===== config.mk =====
export PLATFORM = sky130hd
export DESIGN_NAME = colocviu_seq_ctrl
export DESIGN_NICKNAME = d
export VERILOG_FILES = /design/src/rtl/colocviu_pkg.sv /design/src/rtl/sat_counter.sv /design/src/rtl/colocviu_seq_ctrl.sv
export SDC_FILE = /design/constraint.sdc
export NUM_CORES = 1
export LEC_CHECK = 0
export BUFFER_PORTS_ARGS = -buffer_cell sky130_fd_sc_hd__buf_2
export CAP_MARGIN = 10
export CORE_UTILIZATION = 43
export CTS_BUF_LIST = sky130_fd_sc_hd__clkbuf_8
export CTS_CLUSTER_DIAMETER = 40
export DETAILED_ROUTE_END_ITERATION = 10
export PLACE_DENSITY = 0.67
export SETUP_SLACK_MARGIN = 0.02
export SKIP_CTS_REPAIR_TIMING = 1
export SLEW_MARGIN = 20
export SYNTH_ARGS = -nofsm -noshare
export SYNTH_HDL_FRONTEND = slang
export SYNTH_SLANG_ARGS = --single-unit

===== constraint.sdc =====
create_clock -name clk -period 3.3 [get_ports clk]
set_input_delay 0.165 -clock clk [delete_from_list [all_inputs] [get_ports clk]]
set_output_delay 0.165 -clock clk [all_outputs]
set_load 0.01 [all_outputs]

===== src/rtl/colocviu_pkg.sv =====
// Shared types and default sizing for the colocviu lab sequencers and monitors.
// Pure declarations: no logic, no latency, no flow control.
package colocviu_pkg;

  localparam int PAT_W_DEF  = 16;
  localparam int LEN_W_DEF  = 5;
  localparam int REP_W_DEF  = 8;
  localparam int DRAIN_DEF  = 3;
  localparam int ONES_W_DEF = 16;

  typedef enum logic [1:0] {
    ST_IDLE  = 2'd0,
    ST_SHIFT = 2'd1,
    ST_DRAIN = 2'd2,
    ST_DONE  = 2'd3
  } seq_state_t;

endpackage


===== src/rtl/sat_counter.sv =====
// Saturating up-counter with synchronous clear (clear wins over increment).
// One-cycle update latency; no backpressure, it simply sticks at all-ones.
module sat_counter #(
  parameter int W = 16
) (
  input  logic         clk,
  input  logic         rst,
  input  logic         clr,
  input  logic         inc,
  output logic [W-1:0] cnt
);

  logic [W-1:0] cnt_q, cnt_d;

  always_comb begin
    cnt_d = cnt_q;
    if (clr) begin
      cnt_d = '0;
    end else if (inc && (cnt_q != '1)) begin
      cnt_d = cnt_q + W'(1);
    end
  end

  always_ff @(posedge clk or posedge rst) begin
    if (rst) begin
      cnt_q <= '0;
    end else begin
      cnt_q <= cnt_d;
    end
  end

  assign cnt = cnt_q;

endmodule


===== src/rtl/colocviu_seq_ctrl.sv =====
// Serial stimulus sequencer + ones monitor: first bit one cycle after start, done after len*reps+DRAIN+1.
// No backpressure: start is only honoured between runs, a held start chains runs back-to-back.
module colocviu_seq_ctrl
  import colocviu_pkg::*;
#(
  parameter int PAT_W  = PAT_W_DEF,
  parameter int LEN_W  = LEN_W_DEF,
  parameter int REP_W  = REP_W_DEF,
  parameter int DRAIN  = DRAIN_DEF,
  parameter int ONES_W = ONES_W_DEF
) (
  input  logic              clk,
  input  logic              rst,
  input  logic              start,
  input  logic [PAT_W-1:0]  pattern,
  input  logic [LEN_W-1:0]  len,
  input  logic [REP_W-1:0]  reps,
  input  logic              q_in,
  output logic              a_out,
  output logic              busy,
  output logic              done,
  output logic [ONES_W-1:0] ones_cnt
);

  localparam int DRN_W = (DRAIN > 1) ? $clog2(DRAIN) : 1;

  seq_state_t       state_q, state_d;
  logic [PAT_W-1:0] pat_q, pat_d, sh_q, sh_d;
  logic [LEN_W-1:0] len_q, len_d, bit_idx_q, bit_idx_d;
  logic [REP_W-1:0] reps_q, reps_d, rep_idx_q, rep_idx_d;
  logic [DRN_W-1:0] drn_q, drn_d;
  logic             a_out_q, a_out_d;
  logic             cnt_clr;
  logic             args_ok;

  assign args_ok = (len != '0) && (len <= LEN_W'(PAT_W)) && (reps != '0);

  // DONE also samples start so a held start restarts with no idle gap.
  always_comb begin
    state_d   = state_q;
    pat_d     = pat_q;
    sh_d      = sh_q;
    len_d     = len_q;
    reps_d    = reps_q;
    bit_idx_d = bit_idx_q;
    rep_idx_d = rep_idx_q;
    drn_d     = drn_q;
    a_out_d   = 1'b0;
    cnt_clr   = 1'b0;
    case (state_q)
      ST_IDLE, ST_DONE: begin
        if (start) begin
          cnt_clr = 1'b1;
          if (args_ok) begin
            pat_d     = pattern;
            sh_d      = pattern >> 1;
            len_d     = len;
            reps_d    = reps;
            bit_idx_d = '0;
            rep_idx_d = '0;
            a_out_d   = pattern[0];
            state_d   = ST_SHIFT;
          end else begin
            state_d   = ST_DONE;
          end
        end else if (state_q == ST_DONE) begin
          state_d = ST_IDLE;
        end
      end
      ST_SHIFT: begin
        // sh_q holds the not-yet-sent bits of the current pass, next one in bit 0.
        if (bit_idx_q == len_q - LEN_W'(1)) begin
          bit_idx_d = '0;
          if (rep_idx_q != reps_q - REP_W'(1)) begin
            rep_idx_d = rep_idx_q + REP_W'(1);
            a_out_d   = pat_q[0];
            sh_d      = pat_q >> 1;
          end else begin
            drn_d   = '0;
            state_d = ST_DRAIN;
          end
        end else begin
          bit_idx_d = bit_idx_q + LEN_W'(1);
          a_out_d   = sh_q[0];
          sh_d      = sh_q >> 1;
        end
      end
      ST_DRAIN: begin
        if (drn_q == DRN_W'(DRAIN - 1)) begin
          state_d = ST_DONE;
        end else begin
          drn_d = drn_q + DRN_W'(1);
        end
      end
      default: state_d = ST_IDLE;
    endcase
  end

  always_ff @(posedge clk or posedge rst) begin
    if (rst) begin
      state_q   <= ST_IDLE;
      pat_q     <= '0;
      sh_q      <= '0;
      len_q     <= '0;
      reps_q    <= '0;
      bit_idx_q <= '0;
      rep_idx_q <= '0;
      drn_q     <= '0;
      a_out_q   <= 1'b0;
    end else begin
      state_q   <= state_d;
      pat_q     <= pat_d;
      sh_q      <= sh_d;
      len_q     <= len_d;
      reps_q    <= reps_d;
      bit_idx_q <= bit_idx_d;
      rep_idx_q <= rep_idx_d;
      drn_q     <= drn_d;
      a_out_q   <= a_out_d;
    end
  end

  assign a_out = a_out_q;
  assign busy  = (state_q == ST_SHIFT) || (state_q == ST_DRAIN);
  assign done  = (state_q == ST_DONE);

  sat_counter #(
    .W (ONES_W)
  ) u_ones_cnt (
    .clk (clk),
    .rst (rst),
    .clr (cnt_clr),
    .inc (busy & q_in),
    .cnt (ones_cnt)
  );

endmodule


==> results of run 1 <==
## worst max-delay path by stage
stage / start / to / slack, ns / cells after the start
CTS: reps_q[0]$_DFFE_PP0P_ / sh_q[10]$_DFFE_PP0P_ / 0.10 / 10
finish: reps_q[0]$_DFFE_PP0P_ / sh_q[10]$_DFFE_PP0P_ / 0.15 / 10
floorplan: reps_q[0]$_DFFE_PP0P_ / sh_q[0]$_DFFE_PP0P_ / 0.22 / 9
detailed placement: reps_q[0]$_DFFE_PP0P_ / sh_q[10]$_DFFE_PP0P_ / 0.12 / 10
global placement: reps_q[0]$_DFFE_PP0P_ / sh_q[10]$_DFFE_PP0P_ / 0.25 / 10
global route: reps_q[0]$_DFFE_PP0P_ / sh_q[10]$_DFFE_PP0P_ / 0.02 / 10
## synth_stat cells, types with 4 or more instances
cell,instances,area [µm²]
nand2b_1,5,31.3
clkbuf_1,15,56.3
and3_1,4,25.0
or4_1,5,37.5
inv_1,17,63.8
mux2i_1,15,150
nand3_1,22,110
mux2_2,30,338
nand2_1,18,67.6
xnor2_1,13,114
dfrtp_1,78,1950
and2_1,4,25.0
o21ai_0,12,60.1
xor2_1,16,140
nand4_1,9,56.3
o211ai_1,4,30.0
mux2_4,10,150
ha_1,9,113
nor3_1,7,35.0
nor2b_1,4,25.0
a21oi_1,17,85.1
o31ai_1,4,30.0
nor2_1,39,146
## cell type report
cell class / instances / area, µm²
Fill cell: 913 / 4730
Tap cell: 133 / 166
Clock buffer: 10 / 138
Inverter: 17 / 63.8
Clock inverter: 6 / 116
Multi-Input combinational cell: 297 / 2210
Timing Repair Buffer: 62 / 350
Sequential cell: 78 / 1950
## registers in the layout (all words and copies together), names as in the netlist, 2 cells and up
name	flops
pat_q	16
u_ones_cnt.cnt	16
sh_q	15
rep_idx_q	8
reps_q	8
bit_idx_q	5
len_q	5
drn_q	2
state_q	2
## cells in the final DEF, fill, tap and decap left out, drive strengths merged, types with 7 or more instances in the layout
cell     n
a21oi   18
buf     62
clkbuf  10
dfrtp   78
ha       9
inv     18
mux2    43
mux2i   15
nand2   18
nand3   23
nand4    9
nor2    39
nor3     7
o21ai   13
xnor2   13
xor2    16
## through the flow
step	total power [W]	util, %
6_report	0.00436	51.4
5_1_grt	0.00467	51.4
4_1_cts	0.00440	51.4
3_5_place_dp	0.00348	48.7
3_3_place_gp	0.00340	48.7
2_1_floorplan	0.00301	-
## layer usage
layer	track usage, %	wire length, µm	vias up
met3	2.80	205	14
met1	25.1	4330	1592
li1	-	-	1595
met5	0	0	-
met2	30.1	4270	46
met4	8.79	193	0
## critical path, delay by kind of cell, from the launching register on
kind,cells,cell delay (ns)
and+or+nand+nor,3,0.93
AOI/OAI and AO/OA,2,0.62
adders and majority gates,1,0.22
DFF,1,0.45
buffers and inverters,3,0.48
muxes,1,0.35
## power breakdown
| group | internal, W | switching [W] | leakage (nW) |
|---|---|---|---|
| Clock | 0.000529 | 0.000375 | 0.127 |
| Combinational | 0.000939 | 0.000894 | 1.12 |
| Sequential | 0.00132 | 0.000313 | 0.981 |
| Total | 0.00278 | 0.00158 | 2.23 |
## cell families after synthesis
family                     share of synthesized area (%)
muxes                                               15.7
AOI/OAI and AO/OA                                   10.8
and+or+nand+nor                                     16.4
xor gates and xnor gates                            5.92
DFF                                                 45.5
adders and majority gates                           2.62
buffers and inverters                               3.15
==> impl_metrics.tcl, run 1 <==
set metrics [dict create \
    rrSetupSlack_ns 0.15 \
    finish.net_count 507 \
    grt_pass1_wl_um 15000 \
    grt_max_degree 41 \
    failed_checks "hold timing" \
    p_leak_nw 2.23 \
    ys_warn_count 0 \
    synth-seq-cells 78 \
    core_um2 9730 \
    dp_cells 587 \
    pin_count 52 \
    synth-edff-count 0 \
    endpoint_kind "register" \
    cts_buffer_depth 2 \
    grt_usage_pct 18.8 \
    ir_drop_mv 0.282 \
    ys_seq_area_share_pct 45.5 \
    p_per_area_nw_per_um2 873 \
    row_count 36 \
    fmax_mhz 318 \
    post-route-period-util_pct 95.4 \
    worst_r2r_endpoint "sh_q[10]$_DFFE_PP0P_" \
    synth.distinct_cells 59 \
    tightest_slew_ns 0.806 \
    placement.cell_area_um2 4740 \
    syn_area_per_cell_um2 10.5 \
    overflow 0 \
    dpl_worst_slack_ns 0.117 \
    htree_num_levels 3 \
    netlist_area_um2 4290 \
    fin_area_um2 5000 \
    clk_pin_slew_ns 0.09 \
    die_area_um2 10400 \
    slowest_stage "dfrtp_2" \
    final.setup.worst_slack_ns 0.153 \
    avgRoutedWirePerCell_um 14.9 \
    path_cells "inv_1 -> ha_2 -> or3b_1 -> or4_1 -> a222oi_1 -> buf_4 -> nand3_2 -> o21ai_2 -> buf_12 -> mux2_2" \
    drv_cap 0 \
    io_buffer_count 51 \
    post-route-drc-count 0 \
    gp_congestion 0.853 \
    drive_gt1_share_pct 28.3 \
    async_reset_ff_share_pct 100 \
    crit_fanout 15 \
    ant_nets 0 \
    fin_worst_skew_ns 0.0121 \
    die_x_um 102 \
    finalSetupViolCount 0 \
    cts_tree "done" \
    clock_sinks 78 \
    antenna_found_initial 0 \
    synthFlopType "dfrtp_1" \
    crit_type "reg2reg" \
    cp_slowest_stage_delay_ns 0.45 \
    crit_path_start_kind "register" \
    hold_viol_final 37 \
    worstSkewPairLatency_ns 0.36 \
    syn_to_final_growth_pct 16.5 \
    n_antenna_cell 0 \
    first_pass_iters 4 \
    rsz0062_at_grt "false" \
    routed_wl_um 9000 \
    synth_cells 408 \
    vias 3247 \
    initial_core_util_pct 44.1 \
    hp-class "in2async" \
    cts_root_buffer "clkbuf_8" \
    cts_buffers 9 \
    hpwlAfterDp_um 6400 \
    setup_tns_ns 0 \
    layoutNonFillerInstCount 603 \
    die_h_um 102 \
    grt_pass1_vias 3061 \
    holdWs_ns -0.0416 \
    drv_slew 0 \
    synth_nets 450 \
    r2r_start "reps_q[0]$_DFFE_PP0P_" \
    r2r_cells 10 \
    required_ns 3.54 \
    status "finished, violations left" \
    relSlewSlack_pct 46.2 \
    finalCriticalPeriod_ns 3.15 \
    cp.arrival_ns 3.39 \
    via_per_inst 5.38 \
    first_iter_violations 114 \
]
Note: power is estimated with default switching activity, not from simulation.
==> run 2: changes to the inputs <==
- CORE_ASPECT_RATIO: default -> 0.6
==> impl_metrics.tcl, run 2 (synthesis results as in run 1) <==
set metrics [dict create \
    setup_tns_ns 0 \
    hold_viol_final 0 \
    cp.arrival_ns 3.35 \
    ir_drop_mv 0.297 \
    drive_gt1_share_pct 28.5 \
    rsz0062_at_grt "false" \
    via_per_inst 5.47 \
    overflow 0 \
    final.setup.worst_slack_ns 0.203 \
    finalSetupViolCount 0 \
    vias 3301 \
    status "finished clean" \
    first_iter_violations 143 \
    r2r_start "reps_q[0]$_DFFE_PP0P_" \
    die_h_um 79.4 \
    drv_cap 0 \
    htree_num_levels 3 \
    endpoint_kind "register" \
    ant_nets 0 \
    hold_path.startpoint "reps[4]" \
    cts_buffers 9 \
    combPwrFrac_pct 43.5 \
    fin_area_um2 4990 \
    n_antenna_cell 0 \
    grt_max_degree 34 \
    row_count 27 \
    placement.cell_area_um2 4750 \
    antenna_found_initial 0 \
    drv_slew 0 \
    routed_wl_um 9610 \
    p_leak_nw 2.23 \
    path_cells "inv_1 -> ha_2 -> or3b_1 -> or4_1 -> a222oi_1 -> buf_4 -> nand3_2 -> o21ai_2 -> buf_12 -> mux2_2" \
    syn_to_final_growth_pct 16.3 \
    switching_share_pct 37.3 \
    crit_fanout 15 \
    crit_type "reg2reg" \
    gp_congestion 0.832 \
    dpl_worst_slack_ns 0.162 \
    first_pass_iters 4 \
    grt_pass1_vias 3128 \
    core_um2 9430 \
    fmax_mhz 323 \
    hpwlAfterDp_um 6940 \
    power_frac_clock_pct 18.8 \
    clock_sinks 78 \
    post-route-period-util_pct 93.9 \
    slowest_stage "dfrtp_2" \
    grt_usage_pct 20.4 \
    fin_worst_skew_ns 0.00536 \
    die_area_um2 10400 \
    required_ns 3.55 \
    post-route-drc-count 0 \
    crit_start "reps_q[0]$_DFFE_PP0P_" \
    cp_slowest_stage_delay_ns 0.45 \
    worstSkewPairLatency_ns 0.36 \
    crit_path_start_kind "register" \
    p_per_area_nw_per_um2 868 \
    finalCriticalPeriod_ns 3.10 \
    finish.net_count 510 \
    multi_input_area_um2 2210 \
    avgRoutedWirePerCell_um 15.9 \
    cts_root_buffer "clkbuf_8" \
    switchingPower_w 0.00162 \
    cts_buffer_depth 2 \
    seq_area_um2 1950 \
    die_x_um 131 \
    tightest_slew_ns 0.775 \
    io_buffer_count 51 \
    n_fill_cell 835 \
    holdWs_ns 0.0430 \
    cts_tree "done" \
    p_int_w 0.00271 \
    most-common-layout-cells "dfrtp_1 (77), buf_2 (51), nor2_1 (39)" \
    initial_core_util_pct 45.5 \
    seq_power_share_pct 37.7 \
    hp-class "in2reg" \
    grt_pass1_wl_um 16000 \
    clk_pin_slew_ns 0.08 \
    layout_commonest_cell "dfrtp_1" \
    relSlewSlack_pct 47.0 \
    pin_count 52 \
]
## run 2: cell types whose count changed in the layout (fill, tap and decap cells not counted)
cell	previous run	this run
clkinvlp_4	0	2
bufinv_16	3	2
inv_6	1	0
clkinv_2	0	2
dlygate4sd3_1	0	1
buf_4	10	12
clkinv_4	2	0
## run 2: routing by layer
| metal | routed length, µm | GRT usage, % | vias up |
|---|---|---|---|
| li1 | - | - | 1601 |
| met1 | 5140 | 31.3 | 1609 |
| met2 | 3810 | 27.5 | 84 |
| met3 | 596 | 5.83 | 7 |
| met4 | 68 | 5.29 | 0 |
| met5 | 0 | 0 | - |
## run 2: path summary, 6_finish.rpt
check,cells after the start,slack (ns),end
setup / recovery,10,0.20,sh_q[11]$_DFFE_PP0P_
hold reg to reg,1,0.51,sh_q[12]$_DFFE_PP0P_
hold / removal,2,0.04,reps_q[4]$_DFFE_PP0P_
max in group asynchronous,4,2.18,reps_q[0]$_DFFE_PP0P_
min in group asynchronous,3,0.32,pat_q[10]$_DFFE_PP0P_
setup reg to reg,10,0.20,sh_q[11]$_DFFE_PP0P_
## run 2: final cells by class
| cell class | instances | share of cell area, % |
|---|---|---|
| Clock buffer | 10 | 2.76 |
| Clock inverter | 6 | 1.71 |
| Inverter | 17 | 1.28 |
| Multi-Input combinational cell | 297 | 44.3 |
| Sequential cell | 78 | 39.1 |
| Tap cell | 130 | 3.26 |
| Timing Repair Buffer | 65 | 7.52 |
## run 2: worst max-delay path, delay by kind of cell (launching register included)
| kind | cells | cell delay [ns] |
|---|---|---|
| simple gates | 3 | 0.95 |
| compound gates | 2 | 0.56 |
| buf+inv | 3 | 0.46 |
| fa+ha+maj | 1 | 0.23 |
| mux | 1 | 0.34 |
| flops | 1 | 0.45 |
## run 2: metrics by stage
step	total power [W]	util, %	cells
2_1_floorplan	0.00301	-	408
3_3_place_gp	0.00343	50.4	586
3_5_place_dp	0.00352	50.4	586
4_1_cts	0.00434	52.8	602
5_1_grt	0.00463	52.9	603
6_report	0.00433	52.9	603
## run 2: power by group through the flow
stage | Clock [W] | Sequential, W | Combinational, W
after floorplan | 0 | 0.00155 | 0.00146
after global placement | 0 | 0.00162 | 0.00181
after detailed placement | 0 | 0.00164 | 0.00188
after CTS | 0.000831 | 0.00163 | 0.00188
after global routing | 0.000866 | 0.00169 | 0.00208
final | 0.000813 | 0.00163 | 0.00188
==> run 3: changes to the inputs <==
- CORE_UTILIZATION: 43 -> 39
- PLACE_DENSITY: 0.67 -> 0.62
==> impl_metrics.tcl, run 3 (synthesis results as in run 1) <==
set metrics [dict create \
    crit_path_start_kind "register" \
    crit_fanout 8 \
    initial_core_util_pct 40.4 \
    drv_cap 0 \
    die_area_um2 11400 \
    finalSetupViolCount 0 \
    fmax_mhz 310 \
    first_pass_iters 5 \
    required_ns 3.54 \
    layout_commonest_cell "dfrtp_1" \
    dp_cells 594 \
    holdWs_ns 0.0369 \
    drive_gt1_share_pct 28.7 \
    routed_wl_um 9710 \
    io_buffer_count 51 \
    first_iter_violations 188 \
    cts_buffer_depth 2 \
    worstSkewPairLatency_ns 0.36 \
    cp.arrival_ns 3.46 \
    n_fill_cell 1018 \
    die_h_um 83.3 \
    row_count 29 \
    tightest_slew_ns 0.853 \
    grt_max_degree 59 \
    setup_tns_ns 0 \
    cts_root_buffer "clkbuf_8" \
    ant_nets 0 \
    cp_slowest_stage_delay_ns 0.45 \
    final_core_util_pct 47.5 \
    hold_viol_final 0 \
    fin_area_um2 5050 \
    overflow 0 \
    syn_to_final_growth_pct 17.7 \
    post-route-period-util_pct 97.6 \
    slowest_stage "dfrtp_2" \
    clk_pin_slew_ns 0.08 \
    rsz0062_at_grt "false" \
    post-route-drc-count 0 \
    via_per_inst 5.37 \
    endpoint_kind "register" \
    grt_pass1_vias 3212 \
    avgRoutedWirePerCell_um 15.8 \
    htree_num_levels 3 \
    p_leak_nw 2.24 \
    die_x_um 137 \
    core_um2 10600 \
    most-common-layout-cells "dfrtp_1 (77), buf_2 (51), nor2_1 (39)" \
    pin_count 52 \
    fin_worst_skew_ns 0.0127 \
    crit_type "reg2reg" \
    relSlewSlack_pct 43.0 \
    path_cells "inv_1 -> ha_2 -> or3b_1 -> or4_1 -> a222oi_1 -> buf_4 -> nand3_4 -> o21ai_4 -> buf_12 -> mux2_2" \
    hp-class "in2reg" \
    hpwlAfterDp_um 6900 \
    gp_congestion 0.873 \
    grt_usage_pct 18.5 \
    p_per_area_nw_per_um2 867 \
    layoutNonFillerInstCount 613 \
    finish.net_count 511 \
    cts_tree "done" \
    clock_sinks 78 \
    ir_drop_mv 0.396 \
    status "finished clean" \
    drv_slew 0 \
    n_antenna_cell 0 \
    grt_pass1_wl_um 16300 \
    antenna_found_initial 0 \
    finalCriticalPeriod_ns 3.22 \
    cts_buffers 9 \
    vias 3292 \
    placement.cell_area_um2 4760 \
]
[run 3: final cells by class]
class	count	area, µm²	share of cell area, %
inverters	17	66.3	1.31
multi-input cells	297	2230	44.2
well taps	139	174	3.44
flip-flops and latches	78	1950	38.7
clock buffers	10	138	2.73
clock inverters	6	85.1	1.68
repair buffers	66	400	7.93
[run 3: layer usage]
metal	track usage, %	vias to the layer above	routed length, µm
met5	0	-	0
met4	5.99	0	89
met3	4.40	9	494
met2	25.1	70	3900
met1	28.5	1607	5230
li1	-	1606	-
[run 3: through the flow]
step	worst slack [ns]	total power [W]
after CTS	0.0394	0.00434
final	0.0781	0.00438
after global placement	0.200	0.00345
after detailed placement	0.0720	0.00352
after floorplan	0.223	0.00301
after global routing	0.0222	0.00471
[run 3: worst paths after layout]
check | from | to | slack (ns) | cells after the start
worst min register to register | sh_q[10]$_DFFE_PP0P_ | sh_q[10]$_DFFE_PP0P_ | 0.51 | 1
worst max register to register | reps_q[0]$_DFFE_PP0P_ | sh_q[11]$_DFFE_PP0P_ | 0.08 | 10
max in group asynchronous | rst | reps_q[0]$_DFFE_PP0P_ | 2.00 | 4
min in group asynchronous | rst | u_ones_cnt.cnt[15]$_DFFE_PP0P_ | 0.48 | 3
worst min-delay path | reps[0] | reps_q[0]$_DFFE_PP0P_ | 0.04 | 3
worst max-delay path | reps_q[0]$_DFFE_PP0P_ | sh_q[11]$_DFFE_PP0P_ | 0.08 | 10
[run 3: power by group]
part	internal, W	leakage [nW]	switching, W
sequential	0.00132	0.981	0.000314
combinational	0.000999	1.15	0.000942
clock	0.000444	0.108	0.000363
[run 3: worst max-delay path: cells and delay by family (launching register included)]
| kind | cells | cell delay, ns |
|---|---|---|
| adder cells (fa/ha/maj) | 1 | 0.22 |
| flip-flops | 1 | 0.45 |
| AO/OA/AOI/OAI | 2 | 0.71 |
| multiplexers | 1 | 0.33 |
| buffers and inverters | 3 | 0.47 |
| AND/OR/NAND/NOR | 3 | 0.90 |
